## src/rtl/cube_pkg.sv

```systemverilog
// cube_pkg: pixel-point type, frame constants and packing helper shared by the projector and the overlay stage.
package cube_pkg;

  localparam int CORD_SIZE = 11;
  localparam int MAX_X     = 1226;
  localparam int MAX_Y     = 370;
  localparam int PAD_W     = 16 - CORD_SIZE;

  typedef struct packed {
    logic [PAD_W-1:0]     pad_y;
    logic [CORD_SIZE-1:0] y;
    logic [PAD_W-1:0]     pad_x;
    logic [CORD_SIZE-1:0] x;
  } cube_pt_t;

  typedef enum logic [1:0] {
    S_IDLE,
    S_LOAD,
    S_DIV,
    S_STORE
  } proj_state_t;

  function automatic cube_pt_t pack_pt(input logic [CORD_SIZE-1:0] u,
                                       input logic [CORD_SIZE-1:0] v);
    cube_pt_t p;
    p.pad_y = '0;
    p.y     = v;
    p.pad_x = '0;
    p.x     = u;
    return p;
  endfunction

endpackage

```

## src/rtl/cube_projector_seq_divider.sv

```systemverilog
// seq_divider: unsigned restoring divider, one quotient bit per cycle, DIV_W cycles from start to done.
// A zero divisor yields an all-ones quotient.
module seq_divider #(
  parameter int DIV_W = 28
) (
  input  logic             clk,
  input  logic             rst_n,
  input  logic             start,
  input  logic [DIV_W-1:0] dividend,
  input  logic [DIV_W-1:0] divisor,
  output logic             busy,
  output logic             done,
  output logic [DIV_W-1:0] quotient
);

  localparam int CNT_W = $clog2(DIV_W + 1);

  logic [DIV_W-1:0] rem_q, rem_d;
  logic [DIV_W-1:0] quo_q, quo_d;
  logic [DIV_W-1:0] dvs_q;
  logic [CNT_W-1:0] cnt_q;
  logic             busy_q, done_q;

  logic [DIV_W-1:0] srcRem, srcQuo, srcDvs;
  logic [DIV_W:0]   shifted;
  logic             fits;

  // The first bit is resolved on the start edge itself, so done rises exactly DIV_W cycles later.
  always_comb begin
    srcRem  = start ? '0 : rem_q;
    srcQuo  = start ? dividend : quo_q;
    srcDvs  = start ? divisor : dvs_q;
    shifted = {srcRem, srcQuo[DIV_W-1]};
    fits    = (shifted >= {1'b0, srcDvs});
    rem_d   = fits ? (shifted[DIV_W-1:0] - srcDvs) : shifted[DIV_W-1:0];
    quo_d   = {srcQuo[DIV_W-2:0], fits};
  end

  always_ff @(posedge clk) begin
    if (!rst_n) begin
      rem_q  <= '0;
      quo_q  <= '0;
      dvs_q  <= '0;
      cnt_q  <= '0;
      busy_q <= 1'b0;
      done_q <= 1'b0;
    end else if (start) begin
      rem_q  <= rem_d;
      quo_q  <= quo_d;
      dvs_q  <= divisor;
      cnt_q  <= CNT_W'(DIV_W - 1);
      busy_q <= 1'b1;
      done_q <= 1'b0;
    end else if (busy_q) begin
      rem_q  <= rem_d;
      quo_q  <= quo_d;
      cnt_q  <= cnt_q - CNT_W'(1);
      busy_q <= (cnt_q != CNT_W'(1));
      done_q <= (cnt_q == CNT_W'(1));
    end else begin
      done_q <= 1'b0;
    end
  end

  assign busy     = busy_q;
  assign done     = done_q;
  assign quotient = quo_q;

endmodule

```

## src/rtl/cube_projector.sv

```systemverilog
// cube_projector: pinhole projection of 8 cube vertices into double-buffered pixel points, published on vsync.
// Define CUBE_PROJ_CLIP_EN to saturate coordinates to the frame instead of wrapping modulo 2^CORD_SIZE.
module cube_projector
  import cube_pkg::*;
#(
  parameter int COORD_W = 16,
  parameter int FOCAL_W = 12,
  parameter int DIV_W   = COORD_W + FOCAL_W
) (
  input  logic                    clk,
  input  logic                    rst_n,
  input  logic                    start,
  input  logic [7:0][COORD_W-1:0] vtx_x,
  input  logic [7:0][COORD_W-1:0] vtx_y,
  input  logic [7:0][COORD_W-1:0] vtx_z,
  input  logic [FOCAL_W-1:0]      fx,
  input  logic [FOCAL_W-1:0]      fy,
  input  logic [CORD_SIZE-1:0]    cx,
  input  logic [CORD_SIZE-1:0]    cy,
  input  logic                    vsync_in,
  output logic                    busy,
  output logic                    done,
  output logic [7:0][31:0]        cube_pts,
  output logic [7:0]              behind,
  output logic                    pts_valid
);

  localparam int RW = CORD_SIZE + DIV_W + 1;

  proj_state_t                 state_q;
  logic [3:0]                  job_q;
  logic                        sign_q;
  logic [7:0][COORD_W-1:0]     vx_q, vy_q, vz_q;
  logic [FOCAL_W-1:0]          fx_q, fy_q;
  logic [CORD_SIZE-1:0]        cx_q, cy_q;
  cube_pt_t [7:0]              back_q;
  logic [7:0]                  backBehind_q;
  logic [7:0][31:0]            cubePts_q;
  logic [7:0]                  behind_q;
  logic                        ptsValid_q, pending_q, vsync_q, busy_q, done_q;

  logic [2:0]                  vtxIdx;
  logic                        isV, zPos, vsyncEdge;
  logic signed [COORD_W-1:0]   coord, zVal;
  logic [FOCAL_W-1:0]          focal;
  logic [CORD_SIZE-1:0]        centre, coordPost, coordFinal;
  logic signed [DIV_W-1:0]     num;
  logic [DIV_W-1:0]            numMag, zMag, divQuot;
  logic signed [RW-1:0]        qExt, cExt, r;
  logic                        divStart, divBusy, divDone;

  // Job bit 0 selects u/v, bits [3:1] the vertex; the same operands serve LOAD (divider inputs) and STORE.
  always_comb begin
    vtxIdx    = job_q[3:1];
    isV       = job_q[0];
    coord     = isV ? vy_q[vtxIdx] : vx_q[vtxIdx];
    zVal      = vz_q[vtxIdx];
    focal     = isV ? fy_q : fx_q;
    centre    = isV ? cy_q : cx_q;
    num       = DIV_W'(signed'({1'b0, focal})) * DIV_W'(coord);
    numMag    = num[DIV_W-1] ? $unsigned(-num) : $unsigned(num);
    zMag      = DIV_W'($unsigned(zVal[COORD_W-1] ? -zVal : zVal));
    zPos      = !zVal[COORD_W-1] && (zVal != '0);
    qExt      = signed'(RW'(divQuot));
    cExt      = signed'(RW'(centre));
    r         = sign_q ? (cExt - qExt) : (cExt + qExt);
    vsyncEdge = vsync_in && !vsync_q;
    divStart  = (state_q == S_LOAD) && !divBusy;
  end

`ifdef CUBE_PROJ_CLIP_EN
  logic signed [RW-1:0] rMax;

  always_comb begin
    rMax = isV ? RW'(MAX_Y - 1) : RW'(MAX_X - 1);
    if (r < 0) begin
      coordPost = '0;
    end else if (r > rMax) begin
      coordPost = rMax[CORD_SIZE-1:0];
    end else begin
      coordPost = r[CORD_SIZE-1:0];
    end
  end
`else
  // Only the low CORD_SIZE bits survive the wrap; the rest of r matters solely to the clipping build.
  logic unusedRHi;

  assign coordPost = r[CORD_SIZE-1:0];
  assign unusedRHi = ^r[RW-1:CORD_SIZE];
`endif

  assign coordFinal = zPos ? coordPost : '0;

  seq_divider #(
    .DIV_W(DIV_W)
  ) uDiv (
    .clk      (clk),
    .rst_n    (rst_n),
    .start    (divStart),
    .dividend (numMag),
    .divisor  (zMag),
    .busy     (divBusy),
    .done     (divDone),
    .quotient (divQuot)
  );

  // A swap needs an edge on a cycle where pending was already settled, so a done-coincident edge waits.
  always_ff @(posedge clk) begin
    if (!rst_n) begin
      state_q      <= S_IDLE;
      job_q        <= '0;
      sign_q       <= 1'b0;
      vx_q         <= '0;
      vy_q         <= '0;
      vz_q         <= '0;
      fx_q         <= '0;
      fy_q         <= '0;
      cx_q         <= '0;
      cy_q         <= '0;
      back_q       <= '0;
      backBehind_q <= '0;
      cubePts_q    <= '0;
      behind_q     <= '0;
      ptsValid_q   <= 1'b0;
      pending_q    <= 1'b0;
      vsync_q      <= 1'b0;
      busy_q       <= 1'b0;
      done_q       <= 1'b0;
    end else begin
      vsync_q <= vsync_in;
      done_q  <= 1'b0;
      if (vsyncEdge && pending_q && !done_q) begin
        cubePts_q  <= back_q;
        behind_q   <= backBehind_q;
        ptsValid_q <= 1'b1;
        pending_q  <= 1'b0;
      end
      case (state_q)
        S_IDLE: begin
          if (start) begin
            vx_q      <= vtx_x;
            vy_q      <= vtx_y;
            vz_q      <= vtx_z;
            fx_q      <= fx;
            fy_q      <= fy;
            cx_q      <= cx;
            cy_q      <= cy;
            job_q     <= '0;
            busy_q    <= 1'b1;
            pending_q <= 1'b0;
            state_q   <= S_LOAD;
          end
        end
        S_LOAD: begin
          sign_q  <= num[DIV_W-1];
          state_q <= S_DIV;
        end
        S_DIV: begin
          if (divDone) begin
            state_q <= S_STORE;
          end
        end
        S_STORE: begin
          if (isV) begin
            back_q[vtxIdx] <= pack_pt(back_q[vtxIdx].x, coordFinal);
          end else begin
            back_q[vtxIdx] <= pack_pt(coordFinal, back_q[vtxIdx].y);
          end
          backBehind_q[vtxIdx] <= !zPos;
          if (job_q == 4'd15) begin
            state_q   <= S_IDLE;
            busy_q    <= 1'b0;
            done_q    <= 1'b1;
            pending_q <= 1'b1;
          end else begin
            job_q   <= job_q + 4'd1;
            state_q <= S_LOAD;
          end
        end
        default: state_q <= S_IDLE;
      endcase
    end
  end

  assign busy      = busy_q;
  assign done      = done_q;
  assign cube_pts  = cubePts_q;
  assign behind    = behind_q;
  assign pts_valid = ptsValid_q;

endmodule

```

## config.mk

```make
export PLATFORM = sky130hd
export DESIGN_NAME = cube_projector
export DESIGN_NICKNAME = d
export VERILOG_FILES = /design/src/rtl/cube_pkg.sv /design/src/rtl/cube_projector_seq_divider.sv /design/src/rtl/cube_projector.sv
export SDC_FILE = /design/constraint.sdc
export NUM_CORES = 2
export LEC_CHECK = 0
export ABC_AREA = 1
export BUFFER_PORTS_ARGS = -buffer_cell sky130_fd_sc_hd__buf_2
export CAP_MARGIN = 20
export CORE_MARGIN = 2
export CORE_UTILIZATION = 56
export CTS_CLUSTER_DIAMETER = 40
export DETAILED_ROUTE_END_ITERATION = 7
export GPL_ROUTABILITY_DRIVEN = 0
export PLACE_DENSITY = 0.76
export SETUP_SLACK_MARGIN = 0.02
export SYNTH_ARGS = -nofsm -noshare
export SYNTH_HDL_FRONTEND = slang
export SYNTH_SLANG_ARGS = --single-unit
```

## constraint.sdc

```tcl
create_clock -name clk -period 9.6 [get_ports clk]
set_input_delay 1.44 -clock clk [delete_from_list [all_inputs] [get_ports clk]]
set_output_delay 1.44 -clock clk [all_outputs]
set_load 0.01 [all_outputs]
```

# --- Word-level counts from Yosys, hierarchy flattened ---
# Cells that the tools add are included.
totals:
  out_inout_bits: 267
  wordCells: 180
  inputBits: 434
  regBits: 1061
op_classes:
  add_sub_neg: 7
  mux: 50
  reduce_logical: 22
  n_bitwise: 2
  mul: 1
  eq_ne: 10
  magnitude_cmp: 3
op_table:
  columns: ["cell", "n"]
  rows:
  - ["bitwise mux 256 bit", 2]
  - ["2-to-1 mux 256 bit", 1]
  - ["2-to-1 mux 28 bit", 9]
  - ["binary-select mux 16 bit (select 3 bit)", 3]
  - ["binary-select mux 32 bit (select 3 bit)", 1]
  - ["demux 32 bit (select 3 bit)", 1]
  - ["2-to-1 mux 16 bit", 5]
  - ["2-to-1 mux 11 bit", 3]
  - ["2-to-1 mux 32 bit", 1]
  - ["greater-or-equal comparator 29 x 28 -> 1 bit", 1]
  - ["multiplier 13 x 16 -> 28 bit", 1]
  - ["negation 28 bit", 1]
  - ["subtractor 28 bit", 1]
  - ["2-to-1 mux 27 bit", 1]
  - ["negation 16 bit", 1]
  - ["nonzero test 16 bit", 1]
  - ["2-to-1 mux 12 bit", 1]
  - ["adder 11 bit", 1]
  - ["subtractor 11 bit", 1]
  - ["2-to-1 mux 1 bit", 10]
  - ["2-to-1 mux 5 bit", 2]
  - ["bitwise mux 8 bit", 1]
  - ["2-to-1 mux 4 bit", 2]
  - ["case mux 2 bit (4 select lines)", 1]
  - ["other kinds (24)", 43]

# --- Logic depth before layout (Yosys ltp) ---
depth:
  word_depth: 11
  depth_mapped: 61
  depth_no_buf: 56

# --- Hierarchy ---
# A second synthesis with hierarchy kept.
unflattened:
  hier_cells: 7627
  hier_area_um2: 54483.5
by_module_without_submodules:
  columns: ["module", "area_per_inst_um2", "seq_area_each_um2", "cells_each", "instances"]
  rows:
  - ["cube_projector", 48491.5, 19418.6, 6703, 1]
  - ["seq_divider", 5992.0, 1821.7, 924, 1]

# --- Worst setup path before layout ---
# Ideal clock, no wire load.
synth_timing:
  path_kind: "register to register"
  start: "register job_q[3]"
  end: "register uDiv.rem_q[18]"
  synth_period_minus_slack_ns: 8.892
  path_stages_with_launch: 46
  n_path_buf: 6
  path_slack_ns: 0.708
  setup_time_ns: 0.109
  arrival_ns: 8.783
  required_ns: 9.491
  cell_sequence: "dfxtp_1 -> buf_4 -> nor2_1 -> nand2_1 -> inv_2 -> buf_2 -> buf_6 -> buf_2 -> buf_1 -> a22oi_1 -> nand4_1 -> nand2_1 -> nor2_1 -> inv_1 -> fa_1 -> fa_1 -> inv_1 -> fa_1 -> [... 10 more ...] -> nand3_1 -> nand2_1 -> clkbuf_1 -> nand3_1 -> nand2_1 -> inv_1 -> ha_1 -> fa_1 -> o21a_1 -> o21ai_0 -> a21oi_1 -> o21ai_0 -> a21oi_1 -> xnor2_1 -> nand2_1 -> nand3_1 -> nand2_1 -> inv_1"
synth_between:
  elab_chain_len: 11
  word_cells_on_any_way: 19
  classes_between: "add/sub (3); mul (1); order compare (1); mux (14)"
synth_lines:
  columns: ["item", "line", "text"]
  rows:
  - ["from (decl)", "cube_projector.sv:31", "logic [3:0] job_q;"]
  - ["from (signal assigned)", "cube_projector.sv:176", "job_q <= job_q + 4'd1;"]
  - ["binary-select mux 16 bit (select 3 bit)", "cube_projector.sv:56", "coord = isV ? vy_q[vtxIdx] : vx_q[vtxIdx];"]
  - ["2-to-1 mux 16 bit (implied by the code)", "cube_projector.sv:56", null]
  - ["2-to-1 mux 16 bit", "cube_projector.sv:56", null]
  - ["multiplier 13 x 16 -> 28 bit", "cube_projector.sv:60", "num = DIV_W'(signed'({1'b0, focal})) * DIV_W'(coord);"]
  - ["negation 28 bit", "cube_projector.sv:61", "numMag = num[DIV_W-1] ? $unsigned(-num) : $unsigned(num);"]
  - ["2-to-1 mux 28 bit", "cube_projector.sv:61", null]
  - ["2-to-1 mux 28 bit", "cube_projector_seq_divider.sv:31", "srcQuo = start ? dividend : quo_q;"]
  - ["subtractor 28 bit / greater-or-equal comparator 29 x 28 -> 1 bit (equally long branches)", "cube_projector_seq_divider.sv:35, cube_projector_seq_divider.sv:34", null]
  - ["2-to-1 mux 28 bit *", "cube_projector_seq_divider.sv:35", "rem_d = fits ? (shifted[DIV_W-1:0] - srcDvs) : shifted[DIV_W-1:0];"]
  - ["2-to-1 mux 28 bit", "cube_projector_seq_divider.sv:54", "end else if (busy_q) begin"]
  - ["2-to-1 mux 28 bit *", "cube_projector_seq_divider.sv:47", "end else if (start) begin"]
  - ["to (signal assigned)", "cube_projector_seq_divider.sv:48", "rem_q <= rem_d;"]
  - ["to (signal assigned)", "cube_projector_seq_divider.sv:55", "rem_q <= rem_d;"]
  - ["to (decl)", "cube_projector_seq_divider.sv:18", "logic [DIV_W-1:0] rem_q, rem_d;"]
# Mark *: on every way between the ends. The rest lies on a longest branch, timed or not. The select of a mux whose other input is x is not followed.
# A chain may end at the register's enable or synchronous reset.

# --- Worst setup path in the final report ---
layout_timing:
  start: "register job_q[2]"
  end: "register uDiv.rem_q[20]"
# The elaborated chain is that of the path after synthesis.

==> key figures <==
Place
  – Area after DPL: 0.0573 mm^2
  – DP Wirelength: 143 mm
  – Worst slack at placement: 0.130 ns
  – Port bufs: 700

Die
  – Die footprint: 0.0974 mm^2
  – Die W: 312 um
  – DIE HEIGHT: 312 um
  – Std cell rows: 112
  – Starting Density: 0.568
  – Core box area: 0.0936 mm^2
  – Io pins: 701

STA
  – Relative slew slack: 0.151
  – Fmax: 110 MHz
  – Unrepaired setup endpoints after global routing: yes
  – Setup slack after layout: 0.528 ns
  – Clock skew: 0.0455 ns
  – # setup viols final: 0
  – Endpoints failing hold: 0
  – Max Slew Vio Count: 0
  – Worst slew pin tran: 1.27 ns
  – Fin crit share: 0.945
  – Crit path time final: 9.07 ns
  – Setup TNS: 0 ns
  – Worst hold slack: 0.432 ns

Final layout
  – Fill count: 8175
  – Post-route cell area: 0.0623 mm^2
  – Fin nets: 8649
  – Share of cells above drive strength 1: 0.142
  – Area of the multi-input gates: 0.0269 mm^2
  – Seq. cell area: 0.0213 mm^2
  – Layout area overhead: 17.2%

Global route
  – Met2 Use GR: 0.584
  – GR Overflow Total: 0
  – First-pass GRT wire length: 292 mm
  – Vias in the first global route: 49.7k
  – Busiest grt layer: met2
  – GR Util met3: 0.111
  – Initial antenna violation count: 34
  – Largest net degree at the start of global routing: 292
  – Met1 global-route usage: 0.495
  – GRT Total Usage: 0.387

Flow run
  – Max Cap Viol: 0

Power
  – Pwr Density: 399 mW/mm^2
  – Max IR drop VDD: 0.448 mV
  – Logic pwr share: 0.566
  – Overall Power: 24.8 mW
  – Clock Power Share: 0.211
  – Int Pwr: 12.7 mW
  – Leak: 30.4 nW
  – Sw frac: 0.489
  – Sequential share of power: 0.223
  – Switching power: 12.1 mW

Critical path
  – Slowest CP cell: fa_1
  – Worst Setup End Kind: flop
  – Critical Path AT: 9.78 ns
  – Required @ worst endpoint: 10.31 ns
  – Slowest stage delay, CP: 0.58 ns
  – Type of origin of the critical path: flop
  – Crit Path Class: flop to flop
  – Critical path fanouts, max: 14

Synth
  – Avg Cell Area, Syn: 7.14 um^2
  – Count of cell types in the netlist: 59
  – Area leader, netlist: dfxtp_1
  – Yosys top cell area share: 0.400
  – Cell Area, Synth: 0.0531 mm^2
  – Most common cell in the netlist: nor2_1
  – Flops & latches, synth: 1061
  – Post-synth EDFFs: 0
  – Compound-gate portion of the synthesized area: 0.178
  – Most instantiated cells after synthesis: nor2_1, nand2_1, dfxtp_1, o21ai_0, inv_1
  – Main combinational cell family by area after synthesis: simple AND/OR/NAND/NOR gates
  – Number of synthesis warnings: 0
  – Post-Synth Simple-Gate Area: 0.221
  – Adder-Cell Fraction of Synth Area: 0.0933
  – Post-Syn Instances: 7441
  – Post-Syn Nets: 8165
  – Top FF cell, synth: dfxtp_1
  – FFs w/ async S/R, synth: 0
  – Ranking of synthesized cells by area: dfxtp_1, nor2_1, o21ai_0, nand2_1, fa_1
  – Synth Area in XOR/XNOR: 0.00923
  – Post-synthesis mux area share: 0.000754
  – Seq/Total Area, Yosys: 0.400

Clock network
  – # hold bufs at CTS: 0
  – CTS root buf: clkbuf_16
  – CTS Sinks: 1061
  – Htree depth: 4
  – CTS tree: done
  – Worst-path clk slew: 0.06 ns
  – Clock Latency Late Sink: 0.78 ns
  – Clock Path Buffers: 3
  – CTS buffer count: 137

Route
  – Via count: 54.1k
  – Remaining antenna violation count: 0
  – Post-DR vias/cell: 5.81
  – 1st-pass router iterations: 7
  – Routed WL per cell: 21.2 um
  – Drt drc: 0
  – Drt total wl: 197 mm
  – 1st-iter DRT viols: 7511

Worst hold path
  – Hold Crit Class: flop to flop

Run status
  – Status: finished clean
stage by stage:
stage / std cells / util
6_report: 9309 / 0.665
3_3_place_gp: 9033 / 0.612
5_1_grt: 9306 / 0.665
2_1_floorplan: 7441 / -
4_1_cts: 9279 / 0.662
3_5_place_dp: 9033 / 0.612
cells by family after synthesis:
| kind of cell | Yosys count |
|---|---|
| simple gates | 2945 |
| fa+ha+maj | 290 |
| compound gates | 1747 |
| buf+inv | 1338 |
| flops | 1061 |
| mux | 4 |
| xor+xnor | 56 |
cells in the final DEF (no fill, tap or decap), types with 34 or more instances in the layout:
cell type and instances:
xor2_1 34, nand4_1 76, a22oi_1 57, buf_2 699, nand3_1 185, ha_1 112
inv_1 850, a21oi_1 473, clkbuf_16 139, fa_1 177, a221oi_1 63, nand2_1 1086
nor2_1 1499, o21ai_0 1021, buf_4 95, dfxtp_1 1058
worst paths after layout:
path	depth (start not counted)	startpoint	slack [ns]	to
worst max-delay path	47	job_q[2]	0.53	uDiv.rem_q[20]
worst min-delay path	2	back_q[141]	0.43	back_q[141]
worst max register to register	47	job_q[2]	0.53	uDiv.rem_q[20]
worst min register to register	2	back_q[141]	0.43	back_q[141]
routing by layer:
| metal | up-vias | part of all wire |
|---|---|---|
| met5 | - | 0.00066 |
| met3 | 789 | 0.12 |
| met1 | 25100 | 0.38 |
| met2 | 3359 | 0.43 |
| met4 | 20 | 0.067 |
| li1 | 24800 | - |
registers in the layout, summed over array words and instances (netlist names), 2 cells and up:
register / cells
cx_q: 11
uDiv.rem_q: 28
uDiv.cnt_q: 5
fx_q: 12
state_q: 2
vy_q: 128
vx_q: 128
vz_q: 128
uDiv.dvs_q: 28
fy_q: 12
job_q: 4
backBehind_q: 8
uDiv.quotient: 28
cube_pts: 256
back_q: 256
cy_q: 11
behind: 8
area by class of cell:
cell class / instances / share of cell area
sequential: 1061 / 0.341
timing repair buffer: 812 / 0.0727
antenna: 23 / 0.000925
clock inverter: 76 / 0.0147
multi-input combinational: 5042 / 0.432
clock buffer: 170 / 0.0600
tap: 1254 / 0.0252
inverter: 871 / 0.0529
critical path, delay by kind of cell, from the launching register on:
kind,cells,cell delay [ns]
DFF,1,0.34
adders and majority gates,8,3.57
and+or+nand+nor,19,2.37
buffers and inverters,12,1.35
AOI/OAI and AO/OA,7,1.15
xor gates and xnor gates,1,0.15
power groups by stage:
stage / registers [mW] / clock network (mW) / logic (mW)
floorplan: 5.39 / 0 / 10.2
global placement: 5.57 / 0 / 13.2
detailed placement: 5.59 / 0 / 13.5
CTS: 5.50 / 5.24 / 13.6
global route: 5.57 / 5.45 / 15.8
finish: 5.54 / 5.24 / 14.1
repair_timing:
item / CTS / global route
resized for setup: 0 / 46
buffers inserted: 0 / 6
endpoints found under the setup margin: 0 / 29
No activity file was read; power rests on OpenSTA's default activity.
